**config.mk**
```make
export PLATFORM = sky130hd
export DESIGN_NAME = reorder_buffer
export DESIGN_NICKNAME = d
export VERILOG_FILES = /design/src/rtl/reorder_buffer.sv
export SDC_FILE = /design/constraint.sdc
export NUM_CORES = 1
export LEC_CHECK = 0
export BUFFER_PORTS_ARGS = -buffer_cell sky130_fd_sc_hd__buf_2
export CAP_MARGIN = 30
export CORE_MARGIN = 4
export CORE_UTILIZATION = 55
export DETAILED_ROUTE_END_ITERATION = 12
export PLACE_DENSITY = 0.77
export REMOVE_ABC_BUFFERS = 1
export SYNTH_ARGS = -nofsm -noshare
export SYNTH_HDL_FRONTEND = slang
export SYNTH_SLANG_ARGS = --single-unit
```
**constraint.sdc**
```tcl
create_clock -name clk_in -period 3.8 [get_ports clk_in]
set_input_delay 0.19 -clock clk_in [delete_from_list [all_inputs] [get_ports clk_in]]
set_output_delay 0.19 -clock clk_in [all_outputs]
set_load 0.05 [all_outputs]
```
**src/rtl/reorder_buffer.sv**
```systemverilog
// rtl/reorder_buffer.sv - in-order commit reorder buffer with writeback, operand lookup and mispredict flush
module reorder_buffer #(
    parameter int ROB_WIDTH = 3
) (
    input  logic                 clk_in,
    input  logic                 rst_in,
    input  logic                 rdy_in,
    input  logic                 issue_valid,
    input  logic [4:0]           issue_rd,
    input  logic                 issue_has_rd,
    output logic [ROB_WIDTH-1:0] issue_tag,
    output logic                 full,
    input  logic                 wb_valid,
    input  logic [ROB_WIDTH-1:0] wb_tag,
    input  logic [31:0]          wb_data,
    input  logic                 wb_mispredict,
    input  logic [31:0]          wb_target,
    input  logic [ROB_WIDTH-1:0] q1_tag,
    input  logic [ROB_WIDTH-1:0] q2_tag,
    output logic                 q1_ready,
    output logic                 q2_ready,
    output logic [31:0]          q1_data,
    output logic [31:0]          q2_data,
    output logic                 to_reg_flag,
    output logic [4:0]           to_reg_rd,
    output logic [31:0]          to_reg_wdata,
    output logic [ROB_WIDTH-1:0] to_reg_tag,
    output logic                 flush,
    output logic [31:0]          flush_pc
);

    localparam int DEPTH = 1 << ROB_WIDTH;
    localparam logic [ROB_WIDTH:0] FULL_COUNT = {1'b1, {ROB_WIDTH{1'b0}}};

    logic [ROB_WIDTH-1:0] head;
    logic [ROB_WIDTH-1:0] tail;
    logic [ROB_WIDTH:0]   count;
    logic [DEPTH-1:0]     busy;
    logic [DEPTH-1:0]     ready;

    logic [DEPTH-1:0]     has_rd_q;
    logic [DEPTH-1:0]     mis_q;
    logic [4:0]           rd_q     [DEPTH];
    logic [31:0]          data_q   [DEPTH];
    logic [31:0]          target_q [DEPTH];

    logic commit_fire;
    logic flush_now;
    logic issue_fire;
    logic wb_fire;

    assign full      = (count == FULL_COUNT);
    assign issue_tag = tail;

    // A mispredicting commit wipes the queue, so it also swallows any same-edge issue or writeback.
    assign commit_fire = rdy_in && busy[head] && ready[head];
    assign flush_now   = commit_fire && mis_q[head];
    assign issue_fire  = rdy_in && issue_valid && !full && !flush_now;
    assign wb_fire     = rdy_in && wb_valid && busy[wb_tag] && !flush_now;

    // Queue control: pointers, occupancy and per-entry busy/ready flags.
    always_ff @(posedge clk_in or posedge rst_in) begin
        if (rst_in) begin
            head  <= '0;
            tail  <= '0;
            count <= '0;
            busy  <= '0;
            ready <= '0;
        end else if (flush_now) begin
            head  <= '0;
            tail  <= '0;
            count <= '0;
            busy  <= '0;
            ready <= '0;
        end else if (rdy_in) begin
            if (wb_fire) begin
                ready[wb_tag] <= 1'b1;
            end
            if (commit_fire) begin
                busy[head] <= 1'b0;
                head       <= head + ROB_WIDTH'(1);
            end
            // Issue is written last so it owns the slot if it lands on the one just freed.
            if (issue_fire) begin
                busy[tail]  <= 1'b1;
                ready[tail] <= 1'b0;
                tail        <= tail + ROB_WIDTH'(1);
            end
            case ({issue_fire, commit_fire})
                2'b10:   count <= count + (ROB_WIDTH + 1)'(1);
                2'b01:   count <= count - (ROB_WIDTH + 1)'(1);
                default: count <= count;
            endcase
        end
    end

    // Entry payload; only meaningful while busy, so it needs no reset.
    always_ff @(posedge clk_in) begin
        if (issue_fire) begin
            has_rd_q[tail] <= issue_has_rd;
            rd_q[tail]     <= issue_rd;
            mis_q[tail]    <= 1'b0;
        end
        if (wb_fire) begin
            data_q[wb_tag]   <= wb_data;
            mis_q[wb_tag]    <= wb_mispredict;
            target_q[wb_tag] <= wb_target;
        end
    end

    // Registered commit and flush outputs; data fields hold between pulses.
    always_ff @(posedge clk_in or posedge rst_in) begin
        if (rst_in) begin
            to_reg_flag  <= 1'b0;
            to_reg_rd    <= '0;
            to_reg_wdata <= '0;
            to_reg_tag   <= '0;
            flush        <= 1'b0;
            flush_pc     <= '0;
        end else begin
            to_reg_flag <= commit_fire && has_rd_q[head] && (rd_q[head] != 5'd0);
            flush       <= flush_now;
            if (commit_fire && has_rd_q[head] && (rd_q[head] != 5'd0)) begin
                to_reg_rd    <= rd_q[head];
                to_reg_wdata <= data_q[head];
                to_reg_tag   <= head;
            end
            if (flush_now) begin
                flush_pc <= target_q[head];
            end
        end
    end

    // Operand lookup for port 1: a same-cycle writeback to the tag takes priority.
    always_comb begin
        q1_ready = 1'b0;
        q1_data  = '0;
        if (wb_valid && (wb_tag == q1_tag)) begin
            q1_ready = 1'b1;
            q1_data  = wb_data;
        end else if (busy[q1_tag] && ready[q1_tag]) begin
            q1_ready = 1'b1;
            q1_data  = data_q[q1_tag];
        end
    end

    // Operand lookup for port 2, same rules as port 1.
    always_comb begin
        q2_ready = 1'b0;
        q2_data  = '0;
        if (wb_valid && (wb_tag == q2_tag)) begin
            q2_ready = 1'b1;
            q2_data  = wb_data;
        end else if (busy[q2_tag] && ready[q2_tag]) begin
            q2_ready = 1'b1;
            q2_data  = data_q[q2_tag];
        end
    end

endmodule

```
==> metrics.md <==
| Metric | Value |
|---|---|
| Post-synth ARST share | `15.0%` |
| Worst Path Required | `approximately 3.6 ns` |
| Remaining Overflow, GRT | `0` |
| Initial Utilization | `between 50 and 60%` |
| Initial antenna violation count | `5` |
| Area growth, synth to finish | `17.3%` |
| Vias in the first global route | `~20000` |
| DRT Wirelength | `a little under 90 mm` |
| Startpoint type of the worst setup path | `register` |
| Die X | `242 um` |
| Design Area, Final | `35400 um2` |
| VDD IR max | `slightly above 0.0007 V` |
| # H-tree levels | `3` |
| Core Util, Final | `approximately 66%` |
| Synth Area per Inst | `16.2 um2` |
| RD Place Congestion | `0.895` |
| Highest clock rate | `about 280 MHz` |
| Number of synthesized register bits | `668` |
| Post-DP HPWL | `~53 mm` |
| Placed Area | `around 32000 um2` |
| TritonCTS clock tree | `built` |
| Ports | `roughly 230` |
| Post-CTS resize count | `0` |
| Reg2reg setup slack | `between 0.4 and 0.5 ns` |
| Longest Clk Path Bufs | `3` |
| Post-synth cell types | `70` |
| Port Buffers | `228` |
| Overall power | `between 20000 and 25000 uW` |
| CP Launch Point | `ready[2]$_DFFE_PP0P_` |
| Min-delay worst type | `input port to register` |
| Most common cell in the netlist | `edfxtp_1` |
| MaxCap Viol Count | `0` |
| Gate Count Post-Synth | `approximately 1900` |
| Synth area leaders | `edfxtp_1 (56%), mux4_2 (11%), dfrtp_1 (8.3%), a22oi_1 (3.5%), mux2i_1 (2.9%)` |
| Critical path endpoint | `q2_data[2]` |
| Final clock skew | `between 0.02 and 0.03 ns` |
| Core box area | `about 54000 um2` |
| Synth top cells by count | `edfxtp_1 (560), mux4_2 (150), a22oi_1 (140)` |
| Setup TNS | `0 ns` |
| Critical Path AT | `approximately 3.4 ns` |
| Largest net degree at the start of global routing | `65` |
| Pins Over Slew Limit | `0` |
| Syn Std Cell Area | `about 30000 um2` |
| Root Driver | `clkbuf_16` |
| Worst skew pair latency | `0.61 ns` |
| Die Ht | `about 240 um` |
| Vias per inst | `6.87` |
| Clock tree sinks | `around 670` |
| Fin nets | `approximately 2200` |
| Synth Flop Type | `edfxtp_1` |
| Largest fanout on the critical path | `33` |
| Slew headroom | `roughly 30%` |
| DR iter-0 viols | `approximately 2400` |
| Reg2Reg Depth | `7` |
| Total GRT Usage | `between 20% and 30%` |
| Vias post-DR | `20000` |
| LEAKAGE | `roughly 0.013 uW` |
| Share of layout cells above drive strength 1 | `~30%` |
| Fin crit period | `3.58 ns` |
| Final Hold Viols | `0` |
| CP Capture Type | `primary output` |
| Outcome | `complete, no violations` |
| Post-CTS Setup Inserts | `0` |
| PwrDens | `between 600 and 700 nW/um2` |
| Die area | `a little under 60000 um2` |
| Worst-Margin Slew | `between 1 and 1.5 ns` |
| Worst r2r src | `head[1]$_DFFE_PP0P_` |
| Post-synthesis sequential area ratio | `64.5%` |
| Post-route ant nets | `0` |
| Avg WL per Cell | `~30 um` |
| Critical path class | `register to primary output` |
| Cell taking the most area after synthesis | `edfxtp_1` |
| Hold WS | `approximately 0.15 ns` |
| Period utilization | `94.3%` |
| Syn. warnings | `0` |
| Cts bufs inserted | `68` |
| Yosys top cell area share | `55.7%` |
| Post-route DRC | `0` |
| Setup Viol. Count Final | `0` |
| DRT Pass-1 Iters | `5` |
| Placement row count | `85` |
| Reg2Reg Capture Point | `flush_pc[6]$_DFFE_PP0N_` |
| Number of synthesized flops with an enable pin | `560` |
| Worst-path clk slew | `0.06 ns` |
| First-pass GRT wire length | `130 mm` |
| RSZ-0062 raised after global routing | `false` |
[worst min path at each step]
stage                                    end        from  depth (start not counted)
CTS                     ready[2]$_DFFE_PP0P_   wb_tag[0]                          4
detailed placement  flush_pc[26]$_DFFE_PP0N_      rst_in                          2
finish                  ready[2]$_DFFE_PP0P_   wb_tag[0]                          4
global placement    flush_pc[26]$_DFFE_PP0N_      rst_in                          2
global route            ready[2]$_DFFE_PP0P_   wb_tag[0]                          4
floorplan             data_q[0][0]$_DFFE_PP_  wb_data[0]                          0
[cell type report]
class / instances / area, um2
inverter: 13 / 51.3
sequential: 668 / 19500
multi-input combinational: 1030 / 10000
clock inverter: 30 / 337
fill: 3634 / 18600
antenna: 5 / 12.5
tap: 696 / 871
clock buffer: 95 / 1880
timing repair buffer: 377 / 2710
[state kept, by name (all words and copies together) (netlist names), 4 cells and up]
register / cells
data_q: 256
target_q: 256
rd_q: 40
flush_pc: 32
to_reg_wdata: 32
busy: 8
has_rd_q: 8
mis_q: 8
ready: 8
to_reg_rd: 5
count: 4
[power breakdown]
part	switching, uW	leakage [uW]	internal (uW)
clock	2780	0.00109	3900
combinational	5370	0.00537	2560
sequential	657	0.00638	8600
[critical path, cell delays in order (launching register included)]
cell	delay, ns
dfrtp_1	0.43
nand2_1	0.11
mux4_2	0.45
mux2_2	0.65
o31ai_1	0.74
buf_2	0.39
[timing repair]
item / in CTS / in global routing
setup endpoints to repair: 0 / 0
hold buffers: 72 / 1
endpoints found under the hold margin: 613 / 1
[cells by family (layout without fill, tap and decap cells)]
logic type	after synthesis	after routing	share of synthesized area [%]
AOI/OAI and AO/OA	394	394	10.0
xor gates and xnor gates	12	12	0.348
adders and majority gates	4	4	0.166
buffers and inverters	166	515	2.35
DFF	668	668	64.5
muxes	342	342	18.0
other	0	5	0
and+or+nand+nor	278	278	4.58
[layer usage]
layer	share of wire, %	track usage, %	routed length, um	vias up
met5	0.015	0	13	-
met4	4.5	13.1	3870	2
met3	11	6.21	9450	237
met2	48	47.0	41600	1354
met1	37	38.4	31600	10100
li1	-	-	-	8289
[cell usage in the layout, fill, tap and decap left out, types with 27 or more instances in the layout]
| master | Yosys | routed |
|---|---|---|
| o31ai_1 | 66 | 66 |
| dlygate4sd3_1 | 0 | 73 |
| nand2_1 | 112 | 112 |
| mux2i_1 | 88 | 88 |
| a22oi_1 | 140 | 140 |
| a221oi_1 | 34 | 34 |
| nand3_1 | 37 | 37 |
| buf_2 | 30 | 224 |
| mux2_2 | 76 | 76 |
| clkbuf_16 | 0 | 69 |
| mux2_1 | 27 | 27 |
| buf_4 | 5 | 60 |
| o21ai_0 | 28 | 28 |
| nor2_1 | 32 | 32 |
| mux4_2 | 150 | 150 |
| dfrtp_1 | 100 | 97 |
| edfxtp_1 | 560 | 560 |
[metrics by stage]
| step | setup WS, ns | std cells |
|---|---|---|
| final | 0.217 | 2914 |
| after global routing | 0.197 | 2912 |
| after floorplan | -1.82 | 1711 |
| after CTS | 0.290 | 2906 |
| after global placement | 0.650 | 2709 |
| after detailed placement | 0.574 | 2709 |
(Power assumes the default switching activity.)
